## config.mk

```make
export PLATFORM = sky130hd
export DESIGN_NAME = fetch_unit
export DESIGN_NICKNAME = d
export VERILOG_FILES = /design/src/rtl/fetch_unit.sv
export SDC_FILE = /design/constraint.sdc
export NUM_CORES = 1
export LEC_CHECK = 0
export CAP_MARGIN = 20
export CORE_MARGIN = 1.5
export CORE_UTILIZATION = 40
export CTS_CLUSTER_DIAMETER = 80
export DETAILED_ROUTE_END_ITERATION = 12
export MAX_ROUTING_LAYER = met4
export PLACE_DENSITY = 0.77
export REMOVE_ABC_BUFFERS = 1
export SLEW_MARGIN = 10
export SYNTH_ARGS = -nofsm -noshare
export SYNTH_HDL_FRONTEND = slang
export SYNTH_SLANG_ARGS = --single-unit
```

## constraint.sdc

```tcl
create_clock -name clk_i -period 3.4 [get_ports clk_i]
set_clock_uncertainty 0.05 [all_clocks]
set_input_delay 1.02 -clock clk_i [delete_from_list [all_inputs] [get_ports clk_i]]
set_output_delay 1.02 -clock clk_i [all_outputs]
set_load 0.02 [all_outputs]
```

## src/rtl/fetch_unit.sv

```systemverilog
// Instruction fetch unit: a single-outstanding-request fetcher that feeds a
// two-entry {pc, ins} queue ahead of IF/ID, with redirect flush and stale-response drop.
module fetch_unit #(
  parameter logic [31:0] RESET_PC = 32'h0000_0000
) (
  input  logic        clk_i,
  input  logic        rst_i,
  output logic        imem_req_o,
  output logic [31:0] imem_addr_o,
  input  logic        imem_ack_i,
  input  logic [31:0] imem_data_i,
  input  logic        stall_i,
  input  logic        redirect_i,
  input  logic [31:0] redirect_pc_i,
  output logic [31:0] pc_out_o,
  output logic [31:0] ins_out_o,
  output logic        valid_out_o,
  output logic        flush_out_o
);

  // state | meaning
  // IDLE  | no request outstanding; issue one next cycle if the queue has room
  // REQ   | request for fetch_pc outstanding; its response is pushed
  // DROP  | request outstanding for a pre-redirect address; its response is discarded
  localparam logic [1:0] S_IDLE = 2'd0;
  localparam logic [1:0] S_REQ  = 2'd1;
  localparam logic [1:0] S_DROP = 2'd2;

  logic [1:0]  state_q, state_d;
  logic [1:0]  count_q, count_d;
  logic [31:0] pc0_q, pc0_d, ins0_q, ins0_d;
  logic [31:0] pc1_q, pc1_d, ins1_q, ins1_d;
  logic [31:0] fetch_pc_q, fetch_pc_d;
  logic [31:0] addr_q, addr_d;

  logic       pop;
  logic       push;
  logic [1:0] cnt_pop;

  always_comb begin
    pop     = (count_q != 2'd0) && !stall_i;
    push    = (state_q == S_REQ) && imem_ack_i && !redirect_i;
    cnt_pop = count_q - {1'b0, pop};

    state_d    = state_q;
    count_d    = count_q;
    pc0_d      = pc0_q;
    ins0_d     = ins0_q;
    pc1_d      = pc1_q;
    ins1_d     = ins1_q;
    fetch_pc_d = fetch_pc_q;
    // DROP must keep presenting the abandoned address until its ack arrives
    addr_d     = (state_q == S_DROP) ? addr_q : fetch_pc_q;

    if (redirect_i) begin
      count_d    = 2'd0;
      fetch_pc_d = {redirect_pc_i[31:2], 2'b00};
    end else begin
      case ({push, pop})
        2'b01: begin
          pc0_d   = pc1_q;
          ins0_d  = ins1_q;
          count_d = count_q - 2'd1;
        end
        2'b10: begin
          if (count_q == 2'd0) begin
            pc0_d  = fetch_pc_q;
            ins0_d = imem_data_i;
          end else begin
            pc1_d  = fetch_pc_q;
            ins1_d = imem_data_i;
          end
          count_d = count_q + 2'd1;
        end
        2'b11: begin
          if (count_q == 2'd1) begin
            pc0_d  = fetch_pc_q;
            ins0_d = imem_data_i;
          end else begin
            pc0_d  = pc1_q;
            ins0_d = ins1_q;
            pc1_d  = fetch_pc_q;
            ins1_d = imem_data_i;
          end
        end
        default: ;
      endcase
      if (push) fetch_pc_d = fetch_pc_q + 32'd4;
    end

    case (state_q)
      S_IDLE: begin
        if (!redirect_i && cnt_pop < 2'd2) state_d = S_REQ;
      end
      S_REQ: begin
        if (redirect_i)      state_d = imem_ack_i ? S_REQ : S_DROP;
        else if (imem_ack_i) state_d = (count_d < 2'd2) ? S_REQ : S_IDLE;
      end
      S_DROP: begin
        // an ack here retires the stale request, so the reloaded fetch_pc can go out
        if (imem_ack_i) state_d = S_REQ;
      end
      default: state_d = S_IDLE;
    endcase
  end

  always_ff @(posedge clk_i) begin
    if (rst_i) begin
      state_q    <= S_IDLE;
      count_q    <= 2'd0;
      pc0_q      <= 32'd0;
      ins0_q     <= 32'd0;
      pc1_q      <= 32'd0;
      ins1_q     <= 32'd0;
      fetch_pc_q <= RESET_PC;
      addr_q     <= RESET_PC;
    end else begin
      state_q    <= state_d;
      count_q    <= count_d;
      pc0_q      <= pc0_d;
      ins0_q     <= ins0_d;
      pc1_q      <= pc1_d;
      ins1_q     <= ins1_d;
      fetch_pc_q <= fetch_pc_d;
      addr_q     <= addr_d;
    end
  end

  assign imem_req_o  = (state_q == S_REQ) || (state_q == S_DROP);
  assign imem_addr_o = (state_q == S_DROP) ? addr_q : fetch_pc_q;
  assign valid_out_o = (count_q != 2'd0);
  assign pc_out_o    = valid_out_o ? pc0_q : 32'd0;
  assign ins_out_o   = valid_out_o ? ins0_q : 32'd0;
  assign flush_out_o = redirect_i & ~rst_i;

endmodule

```

==> results by group <==
Critical path
  • CP cell instances: inv_1, ha_2, buf_6, mux2_2, clkdlybuf4s50_1
  • R2R cell count: 9
  • Startpoint of the worst register-to-register path: state_q[1]
  • Register-to-Register Setup Slack: around 0.71 ns
  • Worst path arrival time: ~2.3 ns
  • WP buf/inv: 3
  • Critical path type: flop to primary output
  • Worst EP required: roughly 2.3 ns
  • Slowest cell on crit path: clkdlybuf4s50_1
  • Crit Path Max Fanout: 18
  • Top cell family by delay on the critical path: buffers and inverters
  • Startpoint types: flop
  • Setup crit end kind: primary output
  • Slowest stage delay, CP: 0.58 ns
  • RR Endpoint: pc0_q[21]

Drt
  • Via/cell ratio: between 5 and 6
  • Routed vias: 7817
  • Residual DRC: 0
  • Drt pass-1 iters: 5
  • Final ANT Viol Nets: 0
  • DR iter-0 viols: approximately 660
  • Per-cell routed wire length: approximately 16 um
  • Routed wire length: around 24000 um

Yosys
  • Main flop type after synthesis: dfxtp_1
  • Synth cell types: 60
  • Sequential fraction of the synthesis area: 43.3%
  • Synth warn: 0
  • Syn Inst Count: ~1000
  • Number of synthesized flops with an enable pin: 0
  • Post-Syn Area: 0.00878 mm^2
  • Share of the synthesized area in the top cell type: 43.3%
  • Synth top area cells: dfxtp_1 43%, nand2_1 6.3%, a211oi_1 6.1%
  • Leading area contributor after synthesis: dfxtp_1
  • #FFs+latches synth: 190
  • Async SR Flop Fraction: 0%
  • Avg Cell Area, Syn: between 8 and 9 um^2

Job
  • Max-Cap Viols: 0

Global routing
  • Total GRT Usage: between 20% and 30%
  • Vias in the first global route: 7146
  • Initial antenna violation count: 0
  • Largest net degree at the start of global routing: ~150
  • First-pass GRT wire length: 37000 um
  • Total gr overflow: 0

Power and ir drop
  • Static Leak: about 3.9 nW
  • Pwr/cell area: 459 mW/mm^2
  • Net Sw Frac: between 20% and 30%
  • Comb pwr share: between 10% and 20%
  • Clk pwr share: between 30% and 40%
  • NetSw: around 0.0014 W
  • Worst vdd ir: 342 uV
  • Seq pwr share: between 40% and 50%
  • Internal power: between 0.003 and 0.004 W

Layout
  • Fill cells: 2008
  • Layout cell share with drive strength beyond 1: about a tenth
  • Area Overhead vs Synth: 29.4%
  • Layout net count: 1234
  • Fin cells: around 1400
  • Final core occ: 52.4%
  • N_diodes: 0

CTS
  • CTS max path bufs: 2
  • Hold_buf cts: 0
  • CTS tree: built
  • Sink Count: 190
  • H-Tree Depth: 4
  • CTS Root Cell: clkbuf_16
  • CTS clk-pin slew, worst paths: ~0.07 ns
  • Postcts setup bufs: 0
  • Clock buffer count from CTS: 17
  • Skew-Pair Late Insertion Delay: about 0.42 ns

Hold path
  • HP Class: flop to flop
  • Min-delay src: ins1_q[29]
  • WHS Endpoint: ins1_q[29]
  • Hold path cells: 2

Die
  • Die Span X: ~150 um
  • Initial Utilization: between 40% and 50%
  • FP Rows: 54
  • Num ports: 168
  • Chip height: approximately 150 um
  • Die area: about 0.023 mm^2
  • Core Region: 0.0217 mm^2

Outcome
  • Status: finished clean

STA
  • Setup ws final: roughly 0.078 ns
  • Setup TNS: 0 ns
  • Fin crit share: between 90% and 100%
  • Worst Tran Pin Value: between 0.7 and 0.8 ns
  • Fmax: ~0.3 GHz
  • Final-report setup violation count: 0
  • Slew margin rel.: 47.8%
  • Max-slew violation count: 0
  • Hold Vio Cnt, Final: 0
  • Tmin final: approximately 3.3 ns

Place
  • Dpl cells: roughly 1400
  • Pre-CTS setup slack: between 0.007 and 0.008 ns
  • IO Port Bufs: about 160
  • Hpwl dp: 15600 um
  • Final GP Congestion: 0.848
==> placed cells by master (no fill, tap or decap), drive strengths merged, types with 7 or more instances in the layout <==
cell type	instances
a21oi	70
a22oi	62
xnor2	7
nor2	93
dfxtp	190
and3	9
buf	37
nand4	16
clkbuf	18
inv	23
nor4	8
clkdlybuf4s50	150
nand3	17
ha	11
and2	37
mux2	29
dlymetal6s2s	11
a211oi	71
nor2b	64
nand2	148
==> cells in the mapped netlist (4+ instances only) <==
library cell	count
buf_1	4
nand4_1	15
a21oi_1	70
and2_1	36
nand2b_1	4
xnor2_1	7
and4_1	5
a2111oi_0	4
nor3_1	6
nor2_1	93
or4_1	5
dfxtp_1	190
o21ai_0	6
nor4_1	7
xor2_1	4
and3_1	8
buf_6	7
nand2_1	148
nand3_1	17
nor2b_1	64
mux2_2	29
a311oi_1	6
clkbuf_8	7
o211a_1	4
a22oi_1	62
inv_1	16
a211oi_1	71
o31ai_1	4
ha_1	11
clkbuf_1	75
==> how the worst max path moves through the flow <==
| stage | from | end | slack (ns) | cells past startpoint |
|---|---|---|---|---|
| final | state_q[0] | imem_addr_o[10] | 0.08 | 5 |
| after floorplan | redirect_i | ins0_q[0] | -6.13 | 5 |
| after detailed placement | redirect_i | flush_out_o | 0.007 | 4 |
| after global placement | redirect_i | flush_out_o | 0.01 | 4 |
| after global routing | state_q[0] | imem_addr_o[10] | -0.006 | 5 |
| after CTS | state_q[0] | imem_addr_o[12] | 0.03 | 5 |
==> through the flow <==
stage	instance area [um^2]	hold WS, ns	total power [W]
2_1_floorplan	8280	0.380	0.00290
3_3_place_gp	10700	0.391	0.00326
3_5_place_dp	10700	0.396	0.00327
4_1_cts	11300	0.406	0.00525
5_1_grt	11400	0.421	0.00544
6_report	11400	0.403	0.00521
==> power groups by stage <==
stage / combinational, W / clock [W] / sequential, W
floorplan: 0.000443 / 0 / 0.00245
global placement: 0.000784 / 0 / 0.00247
detailed placement: 0.000798 / 0 / 0.00248
CTS: 0.000803 / 0.00202 / 0.00242
global route: 0.000875 / 0.00212 / 0.00244
finish: 0.000801 / 0.00198 / 0.00242
==> kinds of logic after synthesis <==
family                     count (synthesis)  share of synthesized area (%)
buffers and inverters                    113                           6.34
muxes                                     31                           3.95
DFF                                      190                           43.3
xor gates and xnor gates                  11                           1.10
other                                      1                         0.0427
adders and majority gates                 11                           1.57
AOI/OAI and AO/OA                        255                           20.3
and+or+nand+nor                          420                           23.4
==> registers in the layout, indices dropped and copies added (netlist names) <==
| name | count |
|---|---|
| addr_q | 32 |
| count_q | 2 |
| fetch_pc_q | 30 |
| ins0_q | 32 |
| ins1_q | 32 |
| pc0_q | 30 |
| pc1_q | 30 |
| state_q | 2 |
==> area by class of cell <==
type	instances	area, um^2	share of cell area, %
clock inverters	14	145	1.28
inverters	16	60.1	0.529
well taps	280	350	3.09
clock buffers	18	439	3.87
multi-input cells	730	4460	39.3
flip-flops and latches	190	3800	33.5
repair buffers	199	2100	18.5
==> worst min-delay path: cells and delay by family (launching register included) <==
family / cells / cell delay, ns
compound gates: 1 / 0.05
flops: 1 / 0.31
simple gates: 1 / 0.05
==> timing repair <==
action	in CTS	in global routing
resized for setup	2	13
endpoints found under the setup margin	17	34
hold endpoints to repair	0	0
==> metal layers <==
layer | wire length, um | vias up | GRT usage [%]
li1 | - | 3882 | -
met1 | 10500 | 3659 | 27.4
met2 | 11300 | 248 | 34.8
met3 | 1400 | 28 | 3.70
met4 | 310 | 0 | 5.49
met5 | 0 | - | -
Note: power is estimated with default switching activity, not from simulation.
